[src/rtl/ball_physics_if.sv]
// Ball engine port bundle: paddle rows and serve in, ball position and
// score pulses out. The engine uses the slave modport; the game/testbench
// side uses master.
//
// Handshake: there is no valid/ready pair on this bundle. serve is a
// single-cycle request sampled on every clock and acted on only while the
// engine is parked (IDLE); it is dropped silently otherwise. l_score and
// r_score are one-cycle pulses with no acknowledge. Paddle rows and ball
// position are level signals that may be sampled on any cycle.
interface ball_physics_if;
  logic [11:0] l_center_row;
  logic [11:0] r_center_row;
  logic        serve;
  logic [11:0] ball_center_col;
  logic [11:0] ball_center_row;
  logic        ball_active;
  logic        l_score;
  logic        r_score;

  modport master (
    output l_center_row, r_center_row, serve,
    input  ball_center_col, ball_center_row, ball_active, l_score, r_score
  );

  modport slave (
    input  l_center_row, r_center_row, serve,
    output ball_center_col, ball_center_row, ball_active, l_score, r_score
  );
endinterface

[src/rtl/ball_physics.sv]
// Pong ball motion engine: signed velocity vector, position-dependent paddle
// deflection, wall reflection, miss scoring and an IDLE/WAIT/PLAY serve FSM.
// Motion advances once per internal tick (TICK_DIV clk cycles).
// Optional feature macro: BALL_SPEEDUP_EN (each paddle hit raises the
// horizontal speed up to MAX_VX; every launch restarts at speed 1).
// SERVE_DELAY must be at least 1; MAX_VY must fit a 4-bit signed value.
module ball_physics #(
  parameter int DISP_COLS           = 800,
  parameter int DISP_ROWS           = 600,
  parameter int FIELD_BOTTOM        = DISP_ROWS - 40,
  parameter int P_HEIGHT            = 44,
  parameter int P_WIDTH             = 12,
  parameter int B_HEIGHT            = 8,
  parameter int B_WIDTH             = 6,
  parameter int L_PADDLE_CENTER_COL = 15,
  parameter int R_PADDLE_CENTER_COL = DISP_COLS - 15,
  parameter int TICK_DIV            = 100000,
  parameter int SERVE_DELAY         = 60,
  parameter int MAX_VY              = 3,
  parameter int MAX_VX              = 4,
  parameter int HIT_SHIFT           = 3
) (
  input  logic          clk,
  input  logic          rst,
  ball_physics_if.slave bus,
  output logic [1:0]    o_dbg_state
);

  typedef enum logic [1:0] {
    S_IDLE = 2'd0,
    S_WAIT = 2'd1,
    S_PLAY = 2'd2
  } state_t;

  localparam int CNT_W  = (TICK_DIV > 2) ? $clog2(TICK_DIV) : 1;
  localparam int WAIT_W = $clog2(SERVE_DELAY + 1);
  localparam int SPD_W  = $clog2(MAX_VX + 1);

  localparam logic [CNT_W-1:0]  TICK_LAST = CNT_W'(TICK_DIV - 1);
  localparam logic [WAIT_W-1:0] WAIT_LAST = WAIT_W'(SERVE_DELAY - 1);

  // Geometry in the signed 14-bit domain used for all position math.
  localparam logic signed [13:0] C_HB   = 14'(B_HEIGHT / 2);
  localparam logic signed [13:0] C_WB   = 14'(B_WIDTH / 2);
  localparam logic signed [13:0] C_HP   = 14'(P_HEIGHT / 2);
  localparam logic signed [13:0] C_LF   = 14'(L_PADDLE_CENTER_COL + P_WIDTH / 2);
  localparam logic signed [13:0] C_RF   = 14'(R_PADDLE_CENTER_COL - P_WIDTH / 2);
  localparam logic signed [13:0] C_FB   = 14'(FIELD_BOTTOM);
  localparam logic signed [13:0] C_COLS = 14'(DISP_COLS);
  localparam logic signed [13:0] C_MVY  = 14'(MAX_VY);

  localparam logic [11:0] C_HOME_COL = 12'(DISP_COLS / 2);
  localparam logic [11:0] C_HOME_ROW = 12'(DISP_ROWS / 2);
  localparam logic [11:0] C_TOP_ROW  = 12'(B_HEIGHT / 2);
  localparam logic [11:0] C_BOT_ROW  = 12'(FIELD_BOTTOM - B_HEIGHT / 2);
  localparam logic [11:0] C_L_BOUNCE = 12'(L_PADDLE_CENTER_COL + P_WIDTH / 2 + B_WIDTH / 2 + 1);
  localparam logic [11:0] C_R_BOUNCE = 12'(R_PADDLE_CENTER_COL - P_WIDTH / 2 - B_WIDTH / 2 - 1);

  localparam logic signed [3:0] C_VY_POS = 4'(MAX_VY);
  localparam logic signed [3:0] C_VY_NEG = 4'(-MAX_VY);

  // Saturate a deflection value to the vertical speed limit.
  function automatic logic signed [3:0] clamp_vy(input logic signed [13:0] v);
    if (v > C_MVY) begin
      clamp_vy = C_VY_POS;
    end else if (v < -C_MVY) begin
      clamp_vy = C_VY_NEG;
    end else begin
      clamp_vy = v[3:0];
    end
  endfunction

  // Registers
  state_t              r_state;
  logic [CNT_W-1:0]    r_tick_cnt;
  logic [WAIT_W-1:0]   r_wait_cnt;
  logic [11:0]         r_col;
  logic [11:0]         r_row;
  logic signed [3:0]   r_vy;
  logic                r_dir;
  logic                r_l_score;
  logic                r_r_score;

  // Next-state and datapath wires
  state_t              w_state_n;
  logic [WAIT_W-1:0]   w_wait_n;
  logic [11:0]         w_col_n;
  logic [11:0]         w_row_n;
  logic signed [3:0]   w_vy_n;
  logic                w_dir_n;
  logic                w_l_score_n;
  logic                w_r_score_n;

  logic                w_tick;
  logic                w_wait_done;
  logic [SPD_W-1:0]    w_speed;
  logic signed [13:0]  w_col_s;
  logic signed [13:0]  w_row_s;
  logic signed [13:0]  w_vy_s;
  logic signed [13:0]  w_spd_s;
  logic signed [13:0]  w_lc_s;
  logic signed [13:0]  w_rc_s;
  logic signed [13:0]  w_nc;
  logic signed [13:0]  w_nr;
  logic                w_l_ovl;
  logic                w_r_ovl;
  logic                w_l_hit;
  logic                w_r_hit;
  logic signed [3:0]   w_l_vy;
  logic signed [3:0]   w_r_vy;

  assign w_tick      = (r_tick_cnt == TICK_LAST);
  assign w_wait_done = (r_wait_cnt == WAIT_LAST);

  assign w_col_s = signed'({2'b00, r_col});
  assign w_row_s = signed'({2'b00, r_row});
  assign w_vy_s  = 14'(r_vy);
  assign w_spd_s = signed'(14'(w_speed));
  assign w_lc_s  = signed'({2'b00, bus.l_center_row});
  assign w_rc_s  = signed'({2'b00, bus.r_center_row});

  // Candidate position for this tick before walls/paddles are applied.
  assign w_nc = r_dir ? (w_col_s + w_spd_s) : (w_col_s - w_spd_s);
  assign w_nr = w_row_s + w_vy_s;

  // Paddle tests use the pre-move row; a hit needs the ball's leading edge
  // to cross the paddle face during this tick while the rows overlap.
  assign w_l_ovl = (w_row_s + C_HB >= w_lc_s - C_HP) && (w_row_s - C_HB <= w_lc_s + C_HP);
  assign w_r_ovl = (w_row_s + C_HB >= w_rc_s - C_HP) && (w_row_s - C_HB <= w_rc_s + C_HP);
  assign w_l_hit = !r_dir && (w_col_s - C_WB > C_LF) && (C_LF >= w_nc - C_WB) && w_l_ovl;
  assign w_r_hit = r_dir && (w_col_s + C_WB < C_RF) && (C_RF <= w_nc + C_WB) && w_r_ovl;
  assign w_l_vy  = clamp_vy((w_row_s - w_lc_s) >>> HIT_SHIFT);
  assign w_r_vy  = clamp_vy((w_row_s - w_rc_s) >>> HIT_SHIFT);

  // Free-running motion tick divider.
  always_ff @(posedge clk) begin
    if (rst || w_tick) begin
      r_tick_cnt <= '0;
    end else begin
      r_tick_cnt <= r_tick_cnt + 1'b1;
    end
  end

  // FSM state register.
  always_ff @(posedge clk) begin
    if (rst) begin
      r_state <= S_IDLE;
    end else begin
      r_state <= w_state_n;
    end
  end

  // Next-state, ball motion, collision and scoring decisions.
  always_comb begin
    w_state_n   = r_state;
    w_wait_n    = r_wait_cnt;
    w_col_n     = r_col;
    w_row_n     = r_row;
    w_vy_n      = r_vy;
    w_dir_n     = r_dir;
    w_l_score_n = 1'b0;
    w_r_score_n = 1'b0;
    case (r_state)
      S_IDLE: begin
        w_col_n  = C_HOME_COL;
        w_row_n  = C_HOME_ROW;
        w_wait_n = '0;
        if (bus.serve) begin
          w_state_n = S_WAIT;
        end
      end
      S_WAIT: begin
        if (w_tick) begin
          if (w_wait_done) begin
            w_state_n = S_PLAY;
            w_wait_n  = '0;
            w_vy_n    = -4'sd1;
          end else begin
            w_wait_n = r_wait_cnt + 1'b1;
          end
        end
      end
      S_PLAY: begin
        if (w_tick) begin
          // Vertical axis: reflect off the top wall or the score-bar edge.
          if (w_nr - C_HB <= 14'sd0) begin
            w_row_n = C_TOP_ROW;
            w_vy_n  = -r_vy;
          end else if (w_nr + C_HB >= C_FB) begin
            w_row_n = C_BOT_ROW;
            w_vy_n  = -r_vy;
          end else begin
            w_row_n = w_nr[11:0];
          end
          // Horizontal axis: paddle return beats a score on the same tick.
          if (w_l_hit) begin
            w_col_n = C_L_BOUNCE;
            w_dir_n = 1'b1;
            w_vy_n  = w_l_vy;
          end else if (w_r_hit) begin
            w_col_n = C_R_BOUNCE;
            w_dir_n = 1'b0;
            w_vy_n  = w_r_vy;
          end else if (w_nc - C_WB <= 14'sd0) begin
            w_r_score_n = 1'b1;
            w_dir_n     = 1'b0;
            w_state_n   = S_IDLE;
            w_col_n     = C_HOME_COL;
            w_row_n     = C_HOME_ROW;
          end else if (w_nc + C_WB >= C_COLS - 14'sd1) begin
            w_l_score_n = 1'b1;
            w_dir_n     = 1'b1;
            w_state_n   = S_IDLE;
            w_col_n     = C_HOME_COL;
            w_row_n     = C_HOME_ROW;
          end else begin
            w_col_n = w_nc[11:0];
          end
        end
      end
      default: begin
        w_state_n = S_IDLE;
      end
    endcase
  end

  // Ball position, velocity, serve delay and score pulse registers.
  always_ff @(posedge clk) begin
    if (rst) begin
      r_wait_cnt <= '0;
      r_col      <= C_HOME_COL;
      r_row      <= C_HOME_ROW;
      r_vy       <= -4'sd1;
      r_dir      <= 1'b1;
      r_l_score  <= 1'b0;
      r_r_score  <= 1'b0;
    end else begin
      r_wait_cnt <= w_wait_n;
      r_col      <= w_col_n;
      r_row      <= w_row_n;
      r_vy       <= w_vy_n;
      r_dir      <= w_dir_n;
      r_l_score  <= w_l_score_n;
      r_r_score  <= w_r_score_n;
    end
  end

`ifdef BALL_SPEEDUP_EN
  logic             r_speed;
  logic [SPD_W-1:0] r_speed_x;
  logic             w_launch;
  logic             w_hit;

  assign w_launch = w_tick && (r_state == S_WAIT) && w_wait_done;
  assign w_hit    = w_tick && (r_state == S_PLAY) && (w_l_hit || w_r_hit);
  assign r_speed  = 1'b0;

  // Each paddle return quickens the ball up to MAX_VX; every launch starts slow.
  always_ff @(posedge clk) begin
    if (rst || w_launch) begin
      r_speed_x <= SPD_W'(1);
    end else if (w_hit && (r_speed_x < SPD_W'(MAX_VX))) begin
      r_speed_x <= r_speed_x + 1'b1;
    end
  end

  assign w_speed = r_speed_x | SPD_W'(r_speed);
`else
  assign w_speed = SPD_W'(1);
`endif

  assign bus.ball_center_col = r_col;
  assign bus.ball_center_row = r_row;
  assign bus.ball_active     = (r_state == S_PLAY);
  assign bus.l_score         = r_l_score;
  assign bus.r_score         = r_r_score;
  assign o_dbg_state         = r_state;

endmodule

[src/flat_wrapper.sv]
// flat-port wrapper written by rule: the top's interface ports become plain ports
module ball_physics_flat 
#(
  parameter int DISP_COLS           = 800,
  parameter int DISP_ROWS           = 600,
  parameter int FIELD_BOTTOM        = DISP_ROWS - 40,
  parameter int P_HEIGHT            = 44,
  parameter int P_WIDTH             = 12,
  parameter int B_HEIGHT            = 8,
  parameter int B_WIDTH             = 6,
  parameter int L_PADDLE_CENTER_COL = 15,
  parameter int R_PADDLE_CENTER_COL = DISP_COLS - 15,
  parameter int TICK_DIV            = 100000,
  parameter int SERVE_DELAY         = 60,
  parameter int MAX_VY              = 3,
  parameter int MAX_VX              = 4,
  parameter int HIT_SHIFT           = 3
)
  (clk, rst, o_dbg_state, bus_l_center_row, bus_r_center_row, bus_serve, bus_ball_center_col, bus_ball_center_row, bus_ball_active, bus_l_score, bus_r_score);
  ball_physics_if bus_i ();
  input  logic clk;
  input  logic rst;
  output logic [1:0] o_dbg_state;
  input wire logic [$bits(bus_i.l_center_row)-1:0] bus_l_center_row;
  input wire logic [$bits(bus_i.r_center_row)-1:0] bus_r_center_row;
  input wire logic [$bits(bus_i.serve)-1:0] bus_serve;
  output wire logic [$bits(bus_i.ball_center_col)-1:0] bus_ball_center_col;
  output wire logic [$bits(bus_i.ball_center_row)-1:0] bus_ball_center_row;
  output wire logic [$bits(bus_i.ball_active)-1:0] bus_ball_active;
  output wire logic [$bits(bus_i.l_score)-1:0] bus_l_score;
  output wire logic [$bits(bus_i.r_score)-1:0] bus_r_score;
  assign bus_i.l_center_row = bus_l_center_row;
  assign bus_i.r_center_row = bus_r_center_row;
  assign bus_i.serve = bus_serve;
  assign bus_ball_center_col = bus_i.ball_center_col;
  assign bus_ball_center_row = bus_i.ball_center_row;
  assign bus_ball_active = bus_i.ball_active;
  assign bus_l_score = bus_i.l_score;
  assign bus_r_score = bus_i.r_score;
  ball_physics #(.DISP_COLS(DISP_COLS), .DISP_ROWS(DISP_ROWS), .FIELD_BOTTOM(FIELD_BOTTOM), .P_HEIGHT(P_HEIGHT), .P_WIDTH(P_WIDTH), .B_HEIGHT(B_HEIGHT), .B_WIDTH(B_WIDTH), .L_PADDLE_CENTER_COL(L_PADDLE_CENTER_COL), .R_PADDLE_CENTER_COL(R_PADDLE_CENTER_COL), .TICK_DIV(TICK_DIV), .SERVE_DELAY(SERVE_DELAY), .MAX_VY(MAX_VY), .MAX_VX(MAX_VX), .HIT_SHIFT(HIT_SHIFT)) u_core (.clk(clk), .rst(rst), .bus(bus_i), .o_dbg_state(o_dbg_state));
endmodule
[config.mk]
export PLATFORM = sky130hd
export DESIGN_NAME = ball_physics_flat
export DESIGN_NICKNAME = d
export VERILOG_FILES = /design/src/rtl/ball_physics_if.sv /design/src/rtl/ball_physics.sv /design/src/flat_wrapper.sv
export SDC_FILE = /design/constraint.sdc
export NUM_CORES = 1
export LEC_CHECK = 0
export CAP_MARGIN = 20
export CORE_UTILIZATION = 50
export CTS_BUF_LIST = sky130_fd_sc_hd__clkbuf_4 sky130_fd_sc_hd__clkbuf_8
export CTS_CLUSTER_DIAMETER = 40
export DETAILED_ROUTE_END_ITERATION = 10
export PLACE_DENSITY = 0.66
export SLEW_MARGIN = 20
export SYNTH_ARGS = -nofsm -noshare
export SYNTH_HDL_FRONTEND = slang
export SYNTH_SLANG_ARGS = --single-unit
[constraint.sdc]
create_clock -name clk -period 12.25 [get_ports clk]
set_input_delay 2.45 -clock clk [delete_from_list [all_inputs] [get_ports clk]]
set_output_delay 2.45 -clock clk [all_outputs]
set_load 0.005 [all_outputs]
After elaboration in Yosys (flattened, before gate mapping)
Cells that the tools add are included.
Cells by class
  $add $sub $neg: 20
  multiply operators: 0
  div/mod/pow operators: 0
  magnitude comparators: 16
  equality and inequality tests: 12
  shift-type cells: 0
  mux-type cells: 45
  bitwise logic cells: 2
  reductions and logical operators: 22
Operator list (count)
  2-to-1 mux 12 bit: 12
  case mux 12 bit (2 select lines): 2
  2-to-1 mux 4 bit: 11
  >= comparator 14 x 11 -> 1 bit, second input constant: 2
  >= comparator 14 bit: 2
  less-or-equal comparator 14 x 1 -> 1 bit, second input constant: 2
  less-or-equal comparator 14 bit: 2
  adder 12 x 5 -> 13 bit, second input constant: 2
  subtractor 12 x 12 -> 13 bit: 2
  subtractor 12 x 5 -> 13 bit, second input constant: 2
  greater-than comparator 10 x 3 -> 1 bit, second input constant: 2
  < comparator 10 x 3 -> 1 bit, second input constant: 2
  adder 17 x 1 -> 17 bit, second input constant: 1
  equality test 17 bit, second input constant: 1
  2-to-1 mux 2 bit: 8
  adder 13 x 4 -> 14 bit: 1
  adder 14 x 3 -> 14 bit, second input constant: 1
  adder 14 x 4 -> 14 bit, second input constant: 1
  >= comparator 6 x 14 -> 1 bit, first input constant: 1
  greater-than comparator 14 x 6 -> 1 bit, second input constant: 1
  less-or-equal comparator 11 x 14 -> 1 bit, first input constant: 1
  < comparator 14 x 11 -> 1 bit, second input constant: 1
  2-to-1 mux 14 bit: 1
  subtractor 14 x 3 -> 14 bit, second input constant: 1
  other kinds (34): 55
Word-level totals
  register bits after elaboration: 56
  bits in latches: 0
  bits in writable memories: 0
  bits in read-only memories: 0
  input bits: 27
  output and inout bits: 29
  logic and storage cells: 126
  memories: 0

Longest topological paths before layout
Gate-level depths: netlist of the first run.
  depth after elaboration: 11
  gate-level depth with buffers: 19
  depth with buffers taken out: 19

Worst setup path after synthesis of the first run
No wires, ideal clock.
  path kind: in2reg
  start: input port bus_r_center_row[6]
  end: register u_core.r_vy[2]
  library setup time: 124 ps
  arrival time: 5701 ps
  data required time: 12126 ps
  path slack: 6425 ps
  cell stages on the path: 18
  path through: clkbuf_1 -> inv_1 -> nor3_1 -> and3_1 -> and3_1 -> nor2_1 -> ha_1 -> nand4b_1 -> or3_1 -> o21ai_0 -> a311o_1 -> a31oi_1 -> nor4_1 -> nand3_1 -> nand3_4 -> o32a_1 -> a31oi_1 -> a2111o_1
On the way
  cells in the longest elaborated chain, start to end: 8
  elaborated cells on any way between the ends: 17
  those cells by class: add/sub (3); order compare (4); eq/ne (1); mux (6); reduce/logical (3)
Ends and longest elaborated chain
  start, declared: RTL line flat_wrapper.sv:25  | input wire logic [$bits(bus_i.r_center_row)-1:0] bus_r_center_row;
  subtractor 12 x 12 -> 13 bit, or another cell as far along: RTL line ball_physics.sv:133  | assign w_r_vy = clamp_vy((w_row_s - w_rc_s) >>> HIT_SHIFT);
  < comparator 10 x 3 -> 1 bit, or another cell as far along: RTL line ball_physics.sv:66  | end else if (v < -C_MVY) begin
  2-to-1 mux 4 bit or logical AND 1 bit (tied branches): RTL line ball_physics.sv:66, ball_physics.sv:129
  2-to-1 mux 4 bit or logical AND 1 bit (tied branches): RTL line ball_physics.sv:64, ball_physics.sv:131
  2-to-1 mux 4 bit: RTL line ball_physics.sv:200  | end else if (w_r_hit) begin
  2-to-1 mux 4 bit: RTL line ball_physics.sv:196  | if (w_l_hit) begin
  2-to-1 mux 4 bit: RTL line ball_physics.sv:184  | if (w_tick) begin
  case mux 4 bit (2 select lines): RTL line ball_physics.sv:163  | case (r_state)
  end signal, assigned: RTL line ball_physics.sv:233  | r_vy <= -4'sd1;
  end signal, assigned: RTL line ball_physics.sv:241  | r_vy <= w_vy_n;
  end, declared: RTL line ball_physics.sv:79  | logic signed [3:0] r_vy;
Parallel ways exist; a longest one is shown, timed or not. The select of a mux whose other input is x is not followed.
A chain may end at the register's enable or synchronous reset.

Worst setup path after layout of the first run
  start: input port bus_r_center_row[6]
  end: register u_core.r_row[5], in the netlist u_core.bus.ball_center_row[5]
On the way
  cells in the longest elaborated chain, start to end: 8
  elaborated cells on any way between the ends: 10
  those cells by class: add/sub (2); order compare (2); mux (4); reduce/logical (2)
Ends and longest elaborated chain
  subtractor 12 x 5 -> 13 bit or adder 12 x 5 -> 13 bit (tied branches): RTL line ball_physics.sv:129  | assign w_r_ovl = (w_row_s + C_HB >= w_rc_s - C_HP) && (w_row_s - C_HB <= w_rc_s + C_HP);
  >= comparator 14 bit or less-or-equal comparator 14 bit (tied branches): RTL line ball_physics.sv:129
  logical AND 1 bit (*): RTL line ball_physics.sv:129
  logical AND 1 bit (*): RTL line ball_physics.sv:131  | assign w_r_hit = r_dir && (w_col_s + C_WB < C_RF) && (C_RF <= w_nc + C_WB) && w_r_ovl;
  2-to-1 mux 12 bit (*): RTL line ball_physics.sv:200
  2-to-1 mux 12 bit (*): RTL line ball_physics.sv:196
  2-to-1 mux 12 bit (*): RTL line ball_physics.sv:184
  case mux 12 bit (2 select lines) (*): RTL line ball_physics.sv:163
  end signal, assigned: RTL line ball_physics.sv:240  | r_row <= w_row_n;
  end, declared: RTL line ball_physics.sv:78  | logic [11:0] r_row;
Mark *: on every way between the ends. The rest lies on a longest branch, timed or not. The select of a mux whose other input is x is not followed.

==> results of run 1 <==
[report_power, final]
| group | total, mW | switching, mW | internal [mW] | leakage, nW |
|---|---|---|---|---|
| sequential | 0.189 | 0.00514 | 0.184 | 0.453 |
| clock | 0.131 | 0.0695 | 0.0618 | 0.0583 |
| combinational | 0.136 | 0.0769 | 0.0589 | 2.93 |
[cells in the mapped netlist (all sizes together) (6+ instances only)]
cell	n	area share
nand2	89	0.043
or3	18	0.015
dfxtp	56	0.14
buf	9	0.0062
o21a	19	0.018
nor3	34	0.022
o211ai	9	0.0086
nor2b	12	0.0096
a211oi	11	0.011
o21bai	8	0.0077
nand3	44	0.030
or4	6	0.0058
a21o	12	0.012
a22oi	7	0.0067
inv	50	0.024
xor2	37	0.042
nor2	114	0.055
a32oi	7	0.010
ha	93	0.15
nand2b	14	0.011
or2	6	0.0048
nor4b	7	0.0086
and2	9	0.0072
a2111oi	7	0.0078
nand4b	6	0.0067
nor4	16	0.014
o311ai	7	0.0078
o31ai	9	0.010
o21ai	55	0.035
and3	22	0.018
a21oi	49	0.031
mux2i	8	0.010
nand4	25	0.020
o22ai	9	0.0072
clkbuf	31	0.015
xnor2	55	0.062
a31oi	12	0.0096
[flip-flops by register name, indices dropped and copies added (netlist names)]
signal                      cells
u_core.r_tick_cnt              17
u_core.bus.l_score              1
u_core.r_dir                    1
u_core.o_dbg_state              2
u_core.r_wait_cnt               6
u_core.r_vy                     4
u_core.bus.ball_center_col     12
u_core.bus.ball_center_row     12
u_core.bus.r_score              1
[layout make-up]
cell class / instances / area [µm²]
tap: 211 / 264
fill: 1482 / 6660
clock inverter: 3 / 47.5
clock buffer: 5 / 68.8
inverter: 52 / 195
sequential: 56 / 1120
timing repair buffer: 56 / 558
multi-input combinational: 916 / 6340
[logic make-up (layout without fill, tap and decap cells)]
| group | Yosys count | after routing | synth area share |
|---|---|---|---|
| AND/OR/NAND/NOR | 441 | 441 | 0.290 |
| AO/OA/AOI/OAI | 280 | 280 | 0.253 |
| adder cells (fa/ha/maj) | 94 | 94 | 0.151 |
| XOR/XNOR | 92 | 92 | 0.104 |
| buffers and inverters | 92 | 116 | 0.0461 |
| flip-flops | 56 | 56 | 0.143 |
| multiplexers | 9 | 9 | 0.0117 |
[metal layers]
layer  track usage  vias up  share of wire
met1         0.386     3731           0.49
met3        0.0247       26          0.046
met2         0.446      204           0.45
met5             0        -              0
li1              -     4029              -
met4        0.0777        0          0.017
[per-stage QoR]
stage / total power [mW] / instance area (µm²) / worst slack, ps / hold slack (ps) / util
finish: 0.456 / 8600 / 5580 / 474 / 0.563
global route: 0.484 / 8600 / 5260 / 497 / 0.563
CTS: 0.460 / 8600 / 5720 / 481 / 0.563
detailed placement: 0.327 / 8480 / 5350 / 455 / 0.556
global placement: 0.327 / 8480 / 5380 / 450 / 0.556
floorplan: 0.288 / 7820 / 6430 / 430 / -
[worst register-to-register path: cells and delay by family, from the launching register on]
kind            cells  cell delay [ps]
flops               1              810
compound gates      4             1680
buf+inv             1              230
fa+ha+maj           1              400
simple gates        7             1920
[path summary, 6_finish.rpt]
path | startpoint | endpoint | slack, ps | cells after the start
setup reg to reg | u_core.bus.ball_center_col[0] | u_core.o_dbg_state[1] | 7100 | 13
hold reg to reg | u_core.r_tick_cnt[0] | u_core.r_tick_cnt[0] | 470 | 1
hold / removal | u_core.r_tick_cnt[0] | u_core.r_tick_cnt[0] | 470 | 1
setup / recovery | bus_r_center_row[6] | u_core.bus.ball_center_row[5] | 5580 | 17
[cells in the final DEF, fill, tap and decap left out, types with 19 or more instances in the layout]
cell and count:
dfxtp_1 56, xnor2_1 55, nand3_1 42, nand4_1 25, nor2_1 114, nand2_1 89, nor3_1 34, o21a_1 19
o21ai_0 53, a21oi_1 49, xor2_1 36, inv_1 50, clkdlybuf4s50_1 55, and3_1 21, ha_1 93
==> results_dict.tcl, run 1 <==
set metrics [dict create \
    netlist_area_um2 7820 \
    synth_edf_count 0 \
    start_util 0.513 \
    core_um2 15300 \
    p_leak_nw 3.44 \
    hp-class "register to register" \
    postCtsSetupBuffers 0 \
    firstDrtPassIters 5 \
    setup_tns_ps 0 \
    place.gp.congestion 0.969 \
    die_y_um 127 \
    root_buffer "clkbuf_8" \
    start_kind "input pin" \
    clock-sinks 56 \
    layout-drive-gt1-share 0.0276 \
    syn_avg_cell_area_um2 7.35 \
    io-pin-count 56 \
    crit_arrival_ps 6860 \
    rows 45 \
    fin_crit_ps 6670 \
    yosysWarnings 0 \
    peakVddDrop_uv 55.6 \
    path_clk_slew_ps 110 \
    synthDistinctLibCells 85 \
    areaGrowthSynthToFinish_pct 9.88 \
    power_density_nw_per_um2 53.1 \
    cts_buffer_depth 2 \
    cts.hold.buffers_added 0 \
    fmax_mhz 150 \
    overflow 0 \
    final.setup_skew_ps 11.6 \
    grt_max_degree 29 \
    wl_um 22300 \
    tightestPinTransition_ps 870 \
    crit_chain "clkdlybuf4s50_1, inv_1, nor3_1, and3_1, and3_1, nor2_1, ha_1, nand4b_1, or3_1, o21ai_0, a311o_1, a31oi_1, nor4_1, nand2_1, nand3_2, a21o_1, o311ai_0" \
    critPathTopFamily "simple AND/OR/NAND/NOR gates" \
    crit_slowest_cell "nor4_1" \
    criticalPathCategory "input pin to register" \
    relSlewSlack 0.405 \
    ys_ff_latch 56 \
    cp_common_cell "and3_1" \
    setup_viol 0 \
    post_drt_wl_per_cell_um 17.2 \
    syn_nets 1185 \
    finalHoldViolCount 0 \
    slew_viol_final 0 \
    portBuffers 55 \
    grt_pass1_vias 7040 \
    hpwl_um 17400 \
    clkLatencyLatePin_ps 330 \
    cts_tree "done" \
    crit_path_end_kind "register" \
    rsz0062_at_grt "no" \
    cp.buffers_inverters 2 \
    cp_slowest_stage_delay_ps 640 \
    ant_nets 0 \
    die_w_um 127 \
    ctsResizeCount 0 \
    critPathRequiredTime_ps 12440 \
    drtIter0Drc 590 \
    async_flop_share 0 \
    final_cells 1299 \
    cts_buffers 5 \
    route.detailed.drc 0 \
    dieArea_um2 16200 \
    routed_via_density 6.15 \
    antenna_cells 0 \
    dp.cells 1291 \
    grt_pass1_wl_um 36000 \
    antenna_found_initial 0 \
    synthFlopType "dfxtp_1" \
    seq_area_frac_synth 0.143 \
    drv_cap 0 \
    via_count 7990 \
    path_max_fanout 10 \
    htree_levels 2 \
    status "finished clean" \
    track_usage 0.274 \
    fin_crit_sh 0.544 \
    syn_inst 1064 \
    final_nets 1208 \
]
Power figures use the tool's default switching activity.
==> run 2, diff against run 1 <==
Settings changed: PLACE_DENSITY 0.66 to 0.68.
Clock period 12.25 ns to 5.7 ns, I/O delays scaled along.
==> run 2 against run 1 <==
Net effect:
- power grew 110%
- combinational power grew 120%
- critical path depth grew 1
- register-to-register slack lost 6400 ps
- sequential cell count is the same
- worst setup slack lost 5100 ps
- critical path type unchanged
==> results_dict.tcl, run 2 (synthesized netlist as in run 1, its figures left out) <==
set metrics [dict create \
    start_kind "input pin" \
    wl_um 22300 \
    route.detailed.drc 0 \
    dieArea_um2 16200 \
    via_count 8004 \
    place.gp.congestion 0.933 \
    relSlewSlack 0.382 \
    hpwl_um 17400 \
    areaGrowthSynthToFinish_pct 10.5 \
    antenna_found_initial 0 \
    internal_power_mw 0.614 \
    ctsResizeCount 0 \
    rsz0062_at_grt "no" \
    path_max_fanout 11 \
    overflow 0 \
    track_usage 0.278 \
    critPathTopFamily "compound AO/OA/AOI/OAI gates" \
    clock-sinks 56 \
    cts_buffers 5 \
    cp.buffers_inverters 2 \
    crit_path_end_kind "register" \
    dp.cells 1300 \
    power_density_nw_per_um2 108 \
    grt_pass1_vias 7255 \
    drtIter0Drc 613 \
    reg2reg_from "u_core.bus.ball_center_col[0]" \
    worst_slack_ps 479 \
    final_cell_mix "114 x nor2_1, 93 x ha_1, 89 x nand2_1" \
    slew_viol_final 0 \
    grt_max_degree 29 \
    largest_register_ffs 17 \
    start_util 0.513 \
    power.switching_mw 0.322 \
    largest-register "u_core.r_tick_cnt" \
    min_delay_worst_endpoint "u_core.r_tick_cnt[0]" \
    fin_crit_ps 5220 \
    drv_cap 0 \
    swShare 0.344 \
    regToRegEndpoint "u_core.bus.ball_center_col[7]" \
    p_leak_nw 3.47 \
    core_um2 15300 \
    root_buffer "clkbuf_8" \
    pre_cts_slack_ps 144 \
    firstDrtPassIters 7 \
    die_w_um 127 \
    die_y_um 127 \
    critPathRequiredTime_ps 5890 \
    final.setup_skew_ps 14.2 \
    cts_tree "done" \
    path_clk_slew_ps 110 \
    rrSetupSlack_ps 740 \
    regArea_um2 1120 \
    postCtsSetupBuffers 0 \
    holdPathStages 1 \
    p_seq_frac 0.433 \
    tightestPinTransition_ps 904 \
    cp_slowest_stage_delay_ps 650 \
    status "finished clean" \
    layout-drive-gt1-share 0.0356 \
    fillers 1452 \
    routed_via_density 6.12 \
    crit_arrival_ps 5410 \
    final_common_cell "nor2_1" \
    post_drt_wl_per_cell_um 17.0 \
    peakVddDrop_uv 187 \
    portBuffers 55 \
    cp_num_cells 18 \
    setup_tns_ps 0 \
    setup_viol 0 \
    fmax_mhz 192 \
    finalHoldViolCount 0 \
    final_cells 1308 \
    hold_path.startpoint "u_core.r_tick_cnt[0]" \
    final_util 0.567 \
    criticalPathCategory "input pin to register" \
    worstRegToRegCells 13 \
    multi_input_area_um2 6340 \
    final_nets 1217 \
    rows 45 \
    power_frac_clock 0.251 \
    ant_nets 0 \
    grt_pass1_wl_um 36600 \
    p_comb_frac 0.316 \
    antenna_cells 0 \
    cts.hold.buffers_added 0 \
    timing.hold.ws_ps 499 \
    htree_levels 2 \
    clkLatencyLatePin_ps 330 \
    fin_crit_sh 0.916 \
    cts_buffer_depth 2 \
    hp-class "register to register" \
    io-pin-count 56 \
    crit_chain "clkdlybuf4s50_1, inv_1, ha_1, o21a_1, nor2_1, nand3_1, xnor2_1, ha_1, nand2_1, a211oi_1, a21boi_0, a2111oi_0, o21a_1, and2_1, o21ai_1, nand3_2, a21o_1, o311ai_0" \
    crit_slowest_cell "a2111oi_0" \
]
run 2: cell types whose count changed in the layout (fill, tap and decap cells not counted), sizes merged:
cell      before  now
buf            1   10
bufinv         1    0
clkinv         4    3
clkinvlp       0    1
inv           50   51
run 2: worst max-delay path by stage:
| stage | from | to | slack, ps |
|---|---|---|---|
| 2_1_floorplan | bus_r_center_row[6] | u_core.r_vy[2] | 1190 |
| 3_3_place_gp | bus_l_center_row[1] | u_core.r_vy[2] | 170 |
| 3_5_place_dp | bus_l_center_row[1] | u_core.r_vy[2] | 140 |
| 4_1_cts | bus_l_center_row[1] | u_core.r_vy[2] | 510 |
| 5_1_grt | bus_l_center_row[1] | u_core.bus.ball_center_row[8] | 160 |
| 6_report | bus_l_center_row[1] | u_core.bus.ball_center_col[7] | 480 |
run 2: stage by stage:
stage | power, mW | instance area [µm²]
final | 0.936 | 8640
after global routing | 0.994 | 8640
after CTS | 0.941 | 8640
after detailed placement | 0.705 | 8550
after global placement | 0.704 | 8550
after floorplan | 0.618 | 7820
run 2: power groups by stage:
stage               logic (mW)  clock network, mW  registers, mW
global route             0.331              0.257          0.406
finish                   0.296              0.235          0.405
CTS                      0.294              0.242          0.405
floorplan                0.209                  0          0.409
global placement         0.290                  0          0.414
detailed placement       0.292                  0          0.414
run 2: routing by layer:
layer	up-vias	global-route usage	wire (µm)
li1	4052	-	-
met1	3707	0.397	10800
met2	214	0.446	9770
met3	31	0.0297	1230
met4	0	0.0707	452
met5	-	0	0
run 2: final cells by class:
| type | count | area share |
|---|---|---|
| Timing Repair Buffer | 65 | 0.0724 |
| Clock buffer | 5 | 0.00796 |
| Multi-Input combinational cell | 916 | 0.734 |
| Inverter | 52 | 0.0226 |
| Sequential cell | 56 | 0.130 |
| Clock inverter | 3 | 0.00318 |
| Tap cell | 211 | 0.0305 |
==> run 3, diff against run 2 <==
Settings changed: SLEW_MARGIN 20 to not set.
==> results of run 3 <==
Final layout, timing and power as in run 2 (identical DEF).
